[src/rtl/add8_pkg.sv]
// Shared definitions for the FA8 accumulation front-end.
package add8_pkg;

    localparam int DATA_W = 8;

    // Explicit encodings; 2'd3 is unused and recovers to S_IDLE.
    typedef enum logic [1:0] {
        S_IDLE  = 2'd0,
        S_ACCUM = 2'd1,
        S_DONE  = 2'd2
    } state_t;

endpackage

[src/rtl/add8_accum_ctrl_fa8.sv]
// FA8: 8-bit ripple-carry adder, purely combinational.
module FA8
    import add8_pkg::*;
(
    input  logic [DATA_W-1:0] A,
    input  logic [DATA_W-1:0] B,
    input  logic              Ci,
    output logic [DATA_W-1:0] Y,
    output logic              Co
);

    logic [DATA_W:0] c;

    // Bitwise full-adder chain, carry rippling from bit 0 upward.
    always_comb begin
        c    = '0;
        Y    = '0;
        c[0] = Ci;
        for (int unsigned i = 0; i < DATA_W; i++) begin
            Y[i]   = A[i] ^ B[i] ^ c[i];
            c[i+1] = (A[i] & B[i]) | (c[i] & (A[i] ^ B[i]));
        end
        Co = c[DATA_W];
    end

endmodule

[src/rtl/add8_accum_ctrl.sv]
// add8_accum_ctrl: streams N_OPS operands through FA8, accumulating a mod-256
// total and a sticky carry, then offers the result over a valid/ready port.
module add8_accum_ctrl
    import add8_pkg::*;
#(
    parameter int N_OPS = 4,
    parameter int CNT_W = 3
) (
    input  logic              clk,
    input  logic              reset,
    input  logic              start,
    input  logic              cin,
    input  logic              in_valid,
    output logic              in_ready,
    input  logic [DATA_W-1:0] in_data,
    output logic              out_valid,
    input  logic              out_ready,
    output logic [DATA_W-1:0] sum,
    output logic              carry_out,
    output logic [CNT_W-1:0]  op_count
);

    localparam logic [CNT_W-1:0] LAST_IDX = CNT_W'(N_OPS - 1);

    state_t             state;
    state_t             state_nxt;
    logic [DATA_W-1:0]  acc;
    logic               sticky;
    logic [CNT_W-1:0]   cnt;
    logic               cin_q;
    logic               start_go;
    logic               beat;

    logic [DATA_W-1:0]  fa_y;
    logic               fa_co;
    logic               fa_ci;

    // Carry-in only enters on the first add of an accumulation.
    assign fa_ci = (cnt == '0) ? cin_q : 1'b0;

    FA8 u_fa8 (
        .A  (acc),
        .B  (in_data),
        .Ci (fa_ci),
        .Y  (fa_y),
        .Co (fa_co)
    );

    // Next-state and handshake decode; illegal encoding falls back to IDLE.
    always_comb begin
        state_nxt = state;
        in_ready  = 1'b0;
        out_valid = 1'b0;
        start_go  = 1'b0;
        beat      = 1'b0;
        case (state)
            S_IDLE: begin
                if (start) begin
                    start_go  = 1'b1;
                    state_nxt = S_ACCUM;
                end
            end
            S_ACCUM: begin
                in_ready = 1'b1;
                beat     = in_valid;
                if (in_valid && (cnt == LAST_IDX)) begin
                    state_nxt = S_DONE;
                end
            end
            S_DONE: begin
                out_valid = 1'b1;
                if (out_ready) begin
                    state_nxt = S_IDLE;
                end
            end
            default: begin
                state_nxt = S_IDLE;
            end
        endcase
    end

    // State register and accumulator datapath; reset overrides everything.
    always_ff @(posedge clk) begin
        if (reset) begin
            state  <= S_IDLE;
            acc    <= '0;
            sticky <= 1'b0;
            cnt    <= '0;
            cin_q  <= 1'b0;
        end else begin
            state <= state_nxt;
            if (start_go) begin
                acc    <= '0;
                sticky <= 1'b0;
                cnt    <= '0;
                cin_q  <= cin;
            end else if (beat) begin
                acc    <= fa_y;
                sticky <= sticky | fa_co;
                cnt    <= cnt + CNT_W'(1);
            end
        end
    end

    assign sum       = acc;
    assign carry_out = sticky;
    assign op_count  = cnt;

endmodule

[config.mk]
export PLATFORM = sky130hd
export DESIGN_NAME = add8_accum_ctrl
export DESIGN_NICKNAME = d
export VERILOG_FILES = /design/src/rtl/add8_pkg.sv /design/src/rtl/add8_accum_ctrl_fa8.sv /design/src/rtl/add8_accum_ctrl.sv
export SDC_FILE = /design/constraint.sdc
export NUM_CORES = 1
export LEC_CHECK = 0
export ABC_AREA = 1
export BUFFER_PORTS_ARGS = -buffer_cell sky130_fd_sc_hd__buf_2
export CAP_MARGIN = 20
export CORE_MARGIN = 1
export CORE_UTILIZATION = 49
export CTS_CLUSTER_SIZE = 20
export DETAILED_ROUTE_END_ITERATION = 8
export PLACE_DENSITY_LB_ADDON = 0.25
export SYNTH_ARGS = -nofsm -noshare
export SYNTH_HDL_FRONTEND = slang
export SYNTH_SLANG_ARGS = --single-unit
[constraint.sdc]
create_clock -name clk -period 4.84 [get_ports clk]
set_clock_uncertainty 0.2 [all_clocks]
set_input_delay 0.484 -clock clk [delete_from_list [all_inputs] [get_ports clk]]
set_output_delay 0.484 -clock clk [all_outputs]
set_load 0.05 [all_outputs]
==> metrics.txt <==
RSZ-0062 raised after global routing no; Global Route Usage Sum 0.201; worst setup path category reg -> reg; final setup violation count 0; root buffer cell clkbuf_4; Hold WS 0.190 ns; global-route wire length before repair 2.89 mm; Resized Gates After CTS 0; warnings from Yosys 0; Die Ht 44.3 um; total chip power 253 uW; most frequent cells in the layout 27 x buf_2, 18 x inv_1, 17 x nand2_1, 15 x dfxtp_1, 14 x a21oi_1; PwrDens 247 mW/mm2; Skew-Pair Late Insertion Delay 0.30 ns; Detail Placement HPWL 1.33 mm; cell taking the most area after synthesis dfxtp_1; Setup TNS 0 ns; gr ovfl total 0; # Post-CTS Setup Buffers 0; Rows 14; Critical Path Start Type register; average wire per standard cell 11.7 um; fmax 232 MHz; via/cell ratio 4.95; post-synthesis sequential area ratio 0.342; outcome finished clean; die width 44.3 um; global placer's final weighted congestion 0.774; Final ANT Viol Nets 0; Reg2Reg Setup Slack 0.53 ns; Tmin final 4.31 ns; # IOs 28; type of the worst min-delay path in -> reg; clock sinks 15; hold wc startpoint reset; CTS buffer count 3; commonest non-fill, non-tap cell in the layout buf_2; WL final 1.79 mm; Max FO, Critical Path 4; Final nets 155; initial drt markers 15; Setup WS pre-CTS 0.529 ns; Distinct cells, synth 16; slew margin rel. 0.604; hold depth 2; R2R cell count 18; LEAKAGE 0.489 nW; n_diodes 0; DRC viols 0; Least-Margin Pin Slew 0.593 ns; Worst Setup End Kind register; CTS tree done; clock-pin slew on the worst setup and hold paths 0.10 ns; multi-input logic area 460 um2; syn_area_per_cell 8.45 um2; share of layout cells above drive strength 1 0.271; CTS Buffer Depth 2; H-tree lvl count 1; Critical Path AT 4.34 ns; Core ar. 0.00159 mm2; antenna violations before repair 0; Starting Density 0.551; die footprint 0.00197 mm2; Netlist Area Pre-Place 878 um2; Synth top area share 0.342; max-cap violations 0; syn nets 129; Final Hold Fails 0; Placed Cells 149; Mapped Cells 104; via count 758; Initial DRT Pass Iterations 4; Final Non-Filler Cells 153; area grow syn2layout 16.5%; setup ws final 0.533 ns; port bufs 27; Filler cells 154; fin crit share 0.890; WP data required 4.87 ns; Max VDD drop 0.000177 V; Max Slew Vio Count 0; Hold-fix buffers, CTS 0; vias in the first global route 711; Reg area 300 um2; leading post-synthesis cells by cell area dfxtp_1 34%, fa_1 18%, nand4_1 8.5%; largest net degree at the start of global routing 17; RR Startpoint op_count[0]$_SDFFE_PP0P_; reg2reg end sum[7]$_SDFFE_PP0P_; WHS Endpoint state[1]$_SDFFE_PP0P_; flops & latches, synth 15
==> synth_stat cells <==
library cell	instances
inv_2	1
nor2_2	1
dfxtp_1	15
ha_1	3
buf_6	1
nand2_1	17
nand4_1	12
inv_1	18
a21oi_1	14
nand3_1	2
buf_4	4
nor2_1	4
buf_2	1
nand2_2	2
fa_1	8
nand3_2	1
==> cells by family (layout without fill, tap and decap cells) <==
| group | after synthesis | in the layout | synth area share |
|---|---|---|---|
| AOI/OAI and AO/OA | 14 | 14 | 0.0798 |
| adders and majority gates | 11 | 11 | 0.225 |
| buffers and inverters | 25 | 50 | 0.134 |
| DFF | 15 | 15 | 0.342 |
| and+or+nand+nor | 39 | 39 | 0.219 |
==> layer usage <==
metal,vias to the layer above,share of wire,GRT usage
li1,382,-,-
met1,351,0.47,0.255
met2,21,0.47,0.341
met3,4,0.043,0.0367
met4,0,0.015,0.0727
met5,-,0,0
==> layout make-up <==
| type | count | share of cell area |
|---|---|---|
| inverters | 19 | 0.0697 |
| well taps | 24 | 0.0293 |
| repair buffers | 27 | 0.132 |
| multi-input cells | 64 | 0.450 |
| flip-flops and latches | 15 | 0.293 |
| clock buffers | 4 | 0.0257 |
==> per-stage QoR <==
stage	cell area, um2	util
detailed placement	997	0.626
global placement	997	0.626
floorplan	878	-
CTS	1020	0.642
global route	1020	0.642
finish	1020	0.642
==> flip-flops by register name (all words and copies together) (netlist names) <==
name / cells
cin_q: 1
op_count: 3
sum: 8
carry_out: 1
state: 2
==> how the worst max path moves through the flow <==
stage                                   from                   to  slack (ns)  cells after the start
floorplan           op_count[0]$_SDFFE_PP0P_  sum[7]$_SDFFE_PP0P_        0.32                     18
global placement    op_count[0]$_SDFFE_PP0P_  sum[7]$_SDFFE_PP0P_        0.60                     18
detailed placement  op_count[0]$_SDFFE_PP0P_  sum[7]$_SDFFE_PP0P_        0.53                     18
CTS                 op_count[0]$_SDFFE_PP0P_  sum[7]$_SDFFE_PP0P_        0.50                     18
global route        op_count[0]$_SDFFE_PP0P_  sum[7]$_SDFFE_PP0P_        0.36                     18
finish              op_count[0]$_SDFFE_PP0P_  sum[7]$_SDFFE_PP0P_        0.53                     18
==> power by group <==
part / internal [mW] / leakage, nW / total [mW] / switching (mW)
sequential: 0.127 / 0.122 / 0.133 / 0.00569
combinational: 0.0149 / 0.352 / 0.0450 / 0.0301
clock: 0.0321 / 0.0150 / 0.0753 / 0.0432
total: 0.174 / 0.489 / 0.253 / 0.0790
==> worst max-delay path, cell delays in order (launching register included) <==
cell     delay, ns
dfxtp_1       0.38
inv_1         0.08
ha_1          0.20
nand2_1       0.06
nor2_1        0.05
fa_1          0.37
inv_1         0.08
fa_1          0.16
inv_1         0.05
fa_1          0.37
fa_1          0.39
fa_1          0.39
fa_1          0.38
fa_1          0.36
inv_1         0.07
fa_1          0.40
inv_1         0.06
nand4_1       0.07
a21oi_1       0.14
(Power assumes the default switching activity.)
